<file path="src/rtl/cacheline_burst_adaptor.sv">
// rtl/cacheline_burst_adaptor.sv - splits one cache-line read/write into a fixed-length beat burst
module cacheline_burst_adaptor #(
    parameter int LINE_W = 256,
    parameter int BEAT_W = 64,
    parameter int ADDR_W = 32
) (
    input  logic              clk,
    input  logic              rst,
    input  logic [ADDR_W-1:0] pmem_address,
    input  logic              pmem_read,
    input  logic              pmem_write,
    input  logic [LINE_W-1:0] pmem_wdata,
    output logic [LINE_W-1:0] pmem_rdata,
    output logic              pmem_resp,
    output logic [ADDR_W-1:0] mem_address,
    output logic              mem_read,
    output logic              mem_write,
    output logic [BEAT_W-1:0] mem_wdata,
    input  logic [BEAT_W-1:0] mem_rdata,
    input  logic              mem_resp
);

    localparam int BEATS = LINE_W / BEAT_W;
    localparam int OFF_W = $clog2(LINE_W / 8);
    localparam int CNT_W = $clog2(BEATS);
    localparam logic [CNT_W-1:0] LAST = CNT_W'(BEATS - 1);

    typedef enum logic [1:0] {IDLE, READ, WRITE, DONE} state_t;

    state_t             state;
    logic [CNT_W-1:0]   cnt;
    logic [LINE_W-1:0]  wdata_q;

    // The write line is captured once at acceptance so the cache side may change freely mid-burst.
    assign mem_wdata = wdata_q[cnt * BEAT_W +: BEAT_W];

    always_ff @(posedge clk) begin
        if (rst) begin
            state       <= IDLE;
            cnt         <= '0;
            wdata_q     <= '0;
            pmem_rdata  <= '0;
            pmem_resp   <= 1'b0;
            mem_address <= '0;
            mem_read    <= 1'b0;
            mem_write   <= 1'b0;
        end else begin
            case (state)
                IDLE: begin
                    pmem_resp <= 1'b0;
                    if (pmem_write) begin
                        mem_address <= {pmem_address[ADDR_W-1:OFF_W], {OFF_W{1'b0}}};
                        wdata_q     <= pmem_wdata;
                        cnt         <= '0;
                        mem_write   <= 1'b1;
                        state       <= WRITE;
                    end else if (pmem_read) begin
                        mem_address <= {pmem_address[ADDR_W-1:OFF_W], {OFF_W{1'b0}}};
                        cnt         <= '0;
                        mem_read    <= 1'b1;
                        state       <= READ;
                    end
                end
                READ: begin
                    if (mem_resp) begin
                        pmem_rdata[cnt * BEAT_W +: BEAT_W] <= mem_rdata;
                        cnt <= cnt + 1'b1;
                        if (cnt == LAST) begin
                            mem_read  <= 1'b0;
                            pmem_resp <= 1'b1;
                            state     <= DONE;
                        end
                    end
                end
                WRITE: begin
                    if (mem_resp) begin
                        cnt <= cnt + 1'b1;
                        if (cnt == LAST) begin
                            mem_write <= 1'b0;
                            pmem_resp <= 1'b1;
                            state     <= DONE;
                        end
                    end
                end
                DONE: begin
                    pmem_resp <= 1'b0;
                    state     <= IDLE;
                end
                default: state <= IDLE;
            endcase
        end
    end

endmodule

</file>
<file path="config.mk">
export PLATFORM = sky130hd
export DESIGN_NAME = cacheline_burst_adaptor
export DESIGN_NICKNAME = d
export VERILOG_FILES = /design/src/rtl/cacheline_burst_adaptor.sv
export SDC_FILE = /design/constraint.sdc
export NUM_CORES = 1
export LEC_CHECK = 0
export BUFFER_PORTS_ARGS = -buffer_cell sky130_fd_sc_hd__buf_2
export CAP_MARGIN = 10
export CORE_AREA = 2 2 277 279
export CTS_CLUSTER_SIZE = 14
export DETAILED_ROUTE_END_ITERATION = 10
export DIE_AREA = 0 0 279 281
export SLEW_MARGIN = 20
export SYNTH_ARGS = -nofsm -noshare
export SYNTH_HDL_FRONTEND = slang
export SYNTH_SLANG_ARGS = --single-unit
</file>
<file path="constraint.sdc">
create_clock -name clk -period 3.5 [get_ports clk]
set_input_delay 0.35 -clock clk [delete_from_list [all_inputs] [get_ports clk]]
set_output_delay 0.35 -clock clk [all_outputs]
set_load 0.1 [all_outputs]
</file>
==> summary.md, run 1 <==
| Metric | Value |
|---|---|
| Vias per cell | `4.86` |
| Top cells by area, synth | `dfxtp_1, nand2_1, a21oi_1` |
| Syn Inst Count | `2378` |
| Period utilization | `0.850` |
| Routability cong. | `0.826` |
| FF+latch count, synth | `546` |
| Setup tns final | `0 ns` |
| Post-synth EDFFs | `0` |
| Std-Cell Rows | `101` |
| Most frequent cell after synthesis | `nand2_1` |
| Total gr overflow | `0` |
| Top post-synthesis cells by count | `nand2_1, dfxtp_1, a21oi_1, nand3_1, clkbuf_1` |
| Post-layout min period | `2.97 ns` |
| Syn Area/Cell | `8.69 sq um` |
| Fin. max-slew vios | `0` |
| TritonCTS clock tree | `built` |
| Skew final | `0.0196 ns` |
| Main flop type after synthesis | `dfxtp_1` |
| Worst Tran Pin Value | `1.05 ns` |
| Initial Util | `0.274` |
| Chip width | `279 um` |
| Area of placed instances | `25100 sq um` |
| CP Cell Sequence | `buf_12 -> mux4_2 -> buf_2` |
| Area grow syn2layout | `45.8%` |
| Final total power | `19.5 mW` |
| Critical path's slowest cell | `mux4_2` |
| Clock sinks | `546` |
| Crit path max-delay family | `buffers and inverters` |
| Worst EP arrival | `2.62 ns` |
| Clock transition at path regs | `0.06 ns` |
| Final Hold Fails | `0` |
| Final setup fails | `0` |
| Worst VDD drop | `489 uV` |
| Buffers on Ports | `701` |
| Post-synthesis mux area share | `0.0717` |
| DP HPWL | `50000 um` |
| Vias in the first global route | `20556` |
| Synthesized area | `20700 sq um` |
| Worst Hold Class | `input port to flop` |
| Postcts setup bufs | `0` |
| Yosys warnings | `0` |
| Drt first pass iters | `5` |
| First-pass GRT wire length | `118000 um` |
| Largest family of logic cells by synthesized area | `simple AND/OR/NAND/NOR gates` |
| Leading area contributor after synthesis | `dfxtp_1` |
| Final net count | `3645` |
| Die Area | `78400 sq um` |
| RSZ-0062 raised after global routing | `no` |
| Synth Area in Adders | `0.00666` |
| Antenna-violating nets left | `0` |
| Post-Synth Simple-Gate Area | `0.192` |
| Max_cap viols | `0` |
| Worst-skew pair later-pin latency | `0.61 ns` |
| Fraction of layout cells with a size suffix above 1 | `0.277` |
| Cell area after layout | `30100 sq um` |
| Ports | `712` |
| Drt initial violations | `1399` |
| GRT Util Overall | `0.189` |
| Relative slew slack | `0.301` |
| H-tree Lvls | `2` |
| Fmax | `0.336 GHz` |
| Number of fill cells | `7506` |
| Netlist cell types | `42` |
| CP Capture Type | `primary output` |
| Multi-input logic area | `8800 sq um` |
| Critical path data required time | `3.15 ns` |
| Asr flop ratio synth | `0` |
| Top-area cell type share of the netlist area | `0.529` |
| Synth Area in Compound Gates | `0.153` |
| Clock buffer depth | `3` |
| Delay of the slowest critical-path stage | `0.67 ns` |
| Crit Path Max Fanout | `66` |
| Post-Synth XOR/XNOR Area | `0` |
| Vias | `20896` |
| DR WL/cell | `18.1 um` |
| DR DRC count | `0` |
| Initial antenna violation count | `6` |
| LEAKAGE | `12.5 nW` |
| Die H | `281 um` |
| Seq. cell area | `10900 sq um` |
| PwrDens | `648 nW/um^2` |
| Worst Setup Start Kind | `flop` |
| Final WL | `78100 um` |
| Buf/Inv on CP | `2` |
| Core ar. | `75400 sq um` |
| Setup CP Type | `flop to primary output` |
| Seq/Total Area, Yosys | `0.529` |
| Largest net degree at the start of global routing | `194` |
| CTS Buf Count | `58` |
| Clk root buf | `clkbuf_16` |
| Outcome | `complete, no violations` |
[what timing repair did]
action,4_1_cts,5_1_grt
hold buffers,311,0
gates resized for setup,0,0
setup endpoints to repair,0,0
endpoints found under the hold margin,359,0
[kinds of logic after synthesis]
| kind of cell | after synthesis |
|---|---|
| flip-flops | 546 |
| other | 1 |
| AO/OA/AOI/OAI | 555 |
| multiplexers | 68 |
| AND/OR/NAND/NOR | 969 |
| buffers and inverters | 228 |
| adder cells (fa/ha/maj) | 11 |
[layout make-up]
cell class / instances / area share
multi-input combinational: 1608 / 0.292
antenna: 5 / 0.000415
tap: 978 / 0.0406
inverter: 8 / 0.000996
clock inverter: 23 / 0.00951
sequential: 546 / 0.363
clock buffer: 81 / 0.0550
timing repair buffer: 1055 / 0.239
[power breakdown]
group | switching (mW) | internal (mW) | total (mW)
combinational | 4.44 | 1.60 | 6.03
sequential | 0.317 | 6.84 | 7.16
clock | 2.62 | 3.73 | 6.35
[flip-flops by register name (all words and copies together), names as in the netlist]
signal	flops
mem_write	1
cnt	2
pmem_rdata	256
state	2
mem_read	1
mem_address	27
wdata_q	256
pmem_resp	1
[per-layer routing]
layer  wire, um  track usage
met5         52            0
met4       3420       0.0846
met3       5670       0.0454
met2      38300        0.331
met1      30600        0.218
[stage by stage]
step	util	hold slack (ns)	instances	worst slack (ns)
after floorplan	-	0.433	2382	1.03
after global placement	0.332	0.436	3884	0.993
after detailed placement	0.332	0.440	3884	0.969
after CTS	0.399	0.00111	4299	0.455
after global routing	0.399	0.0139	4300	0.390
final	0.400	0.0422	4304	0.527
[final timing paths]
path / start / endpoint / slack (ns) / cells past startpoint
worst max-delay path: cnt[0] / mem_wdata[40] / 0.53 / 3
worst min-delay path: mem_rdata[22] / pmem_rdata[22] / 0.04 / 2
worst max register to register: cnt[0] / pmem_rdata[115] / 0.93 / 6
worst min register to register: pmem_rdata[246] / pmem_rdata[246] / 0.45 / 2
[cell usage in the layout, fill, tap and decap left out, drive strengths merged, types with 8 or more instances in the layout]
cell type    instances
a21oi              472
a32o                64
buf                744
clkbuf              81
clkinv              14
dfxtp              546
dlygate4sd3        311
ha                  11
inv                 10
mux4                64
nand2              755
nand3              189
nor2                 8
(Power assumes the default switching activity.)
==> inputs of run 2 (changes only) <==
==> constraint.sdc (replaced) <==
create_clock -name clk -period 3 [get_ports clk]
set_input_delay 0.3 -clock clk [delete_from_list [all_inputs] [get_ports clk]]
set_output_delay 0.3 -clock clk [all_outputs]
set_load 0.1 [all_outputs]
==> summary.md, run 2 (synthesized netlist as in run 1, its figures left out) <==
| Metric | Value |
|---|---|
| Most common cell after layout, fill and taps aside | `nand2_1` |
| DR WL/cell | `17.8 um` |
| PwrDens | `748 nW/um^2` |
| Crit Path Max Fanout | `55` |
| DR DRC count | `0` |
| CP Cell Sequence | `buf_12 -> mux4_2 -> buf_2` |
| Antenna-violating nets left | `0` |
| CTS resizes | `0` |
| Fmax | `0.357 GHz` |
| Critical path data required time | `2.70 ns` |
| Core ar. | `75400 sq um` |
| Max_cap viols | `0` |
| Cell Int Power | `14.2 mW` |
| Vias | `20967` |
| First-pass GRT wire length | `116000 um` |
| Clock buffer depth | `3` |
| Critical path's slowest cell | `mux4_2` |
| Drt initial violations | `1390` |
| Worst EP arrival | `2.50 ns` |
| Post-route setup slack | `0.197 ns` |
| Outcome | `complete, no violations` |
| Total gr overflow | `0` |
| Post-layout min period | `2.80 ns` |
| Die Area | `78400 sq um` |
| Clock sinks | `546` |
| Relative slew slack | `0.394` |
| Final Non-Filler Cells | `4342` |
| Largest net degree at the start of global routing | `131` |
| Regs by FF count | `pmem_rdata (256), wdata_q (256), mem_address (27)` |
| LEAKAGE | `12.6 nW` |
| Clock share of power | `0.323` |
| H-tree Lvls | `2` |
| Delay of the slowest critical-path stage | `0.64 ns` |
| Worst VDD drop | `649 uV` |
| Skew final | `0.0245 ns` |
| Number of fill cells | `7422` |
| Routability cong. | `0.811` |
| Area grow syn2layout | `47.3%` |
| Crit path max-delay family | `buffers and inverters` |
| Clock transition at path regs | `0.06 ns` |
| Psw | `8.59 mW` |
| Net Sw Frac | `0.377` |
| Setup CP Type | `flop to primary output` |
| CP Capture Type | `primary output` |
| Final total power | `22.8 mW` |
| Setup tns final | `0 ns` |
| Buffers on Ports | `701` |
| Final net count | `3680` |
| Chip width | `279 um` |
| Worst-skew pair later-pin latency | `0.61 ns` |
| Buf/Inv on CP | `2` |
| Initial Util | `0.274` |
| DP HPWL | `49800 um` |
| Final WL | `77400 um` |
| Most frequent cells in the layout | `nand2_1, buf_2, dfxtp_1` |
| Initial antenna violation count | `5` |
| Final Hold Fails | `0` |
| Die H | `281 um` |
| Period utilization | `0.934` |
| Fraction of layout cells with a size suffix above 1 | `0.277` |
| Postcts setup bufs | `0` |
| Worst Setup Start Kind | `flop` |
| RSZ-0062 raised after global routing | `no` |
| Area of placed instances | `25100 sq um` |
| Clk root buf | `clkbuf_16` |
| Fin. max-slew vios | `0` |
| Std-Cell Rows | `101` |
| Vias in the first global route | `20264` |
| Final setup fails | `0` |
| Worst Hold Class | `input port to flop` |
| Vias per cell | `4.83` |
| CTS Buf Count | `58` |
| Ports | `712` |
| Dpl cells | `3891` |
| Cell area after layout | `30500 sq um` |
| Comb pwr share | `0.311` |
| Worst Tran Pin Value | `0.907 ns` |
| Pre-CTS setup slack | `0.714 ns` |
| Drt first pass iters | `6` |
| Power share of the sequential group | `0.367` |
| GRT Util Overall | `0.187` |
| TritonCTS clock tree | `built` |
-- run 2: final timing paths --
kind / start / slack (ns) / depth (start not counted) / end
hold reg to reg: pmem_rdata[118] / 0.45 / 2 / pmem_rdata[118]
hold / removal: mem_rdata[47] / 0.05 / 3 / pmem_rdata[239]
setup / recovery: cnt[0] / 0.20 / 3 / mem_wdata[40]
setup reg to reg: cnt[0] / 0.71 / 5 / pmem_rdata[81]
-- run 2: worst min-delay path, delay by kind of cell --
kind / cells / cell delay (ns)
compound gates: 1 / 0.06
buf+inv: 1 / 0.17
simple gates: 1 / 0.09
-- run 2: metal layers --
metal / up-vias / routed length, um / track usage
met3: 182 / 6320 / 0.0481
met4: 4 / 3280 / 0.0804
met2: 886 / 37700 / 0.324
met1: 9876 / 30100 / 0.217
li1: 10019 / - / -
met5: - / 27 / 0
-- run 2: cell type report --
cell class              count  area [sq um]  share of cell area
diodes                      3          7.51            0.000247
clock buffers              84          1720              0.0565
clock inverters            25           246             0.00809
inverters                   8          30.0            0.000986
multi-input cells        1608          8800               0.289
flip-flops and latches    546         10900               0.359
well taps                 978          1220              0.0402
repair buffers           1090          7490               0.246
-- run 2: power by group through the flow --
stage	Sequential, mW	Clock [mW]	Combinational [mW]
6_report	8.35	7.35	7.08
5_1_grt	8.43	7.79	7.54
4_1_cts	8.34	7.54	7.07
3_5_place_dp	8.50	0	6.71
3_3_place_gp	8.47	0	6.68
2_1_floorplan	9.66	0	3.95
-- run 2: timing repair --
item | CTS | global route
hold endpoints to repair | 500 | 0
setup endpoints to repair | 0 | 0
hold buffers | 339 | 0
-- run 2: metrics by stage --
| stage | hold slack (ns) | utilization |
|---|---|---|
| after floorplan | 0.426 | - |
| after global placement | 0.435 | 0.333 |
| after detailed placement | 0.441 | 0.333 |
| after CTS | 0.00844 | 0.404 |
| after global routing | 0.00480 | 0.404 |
| final | 0.0546 | 0.404 |
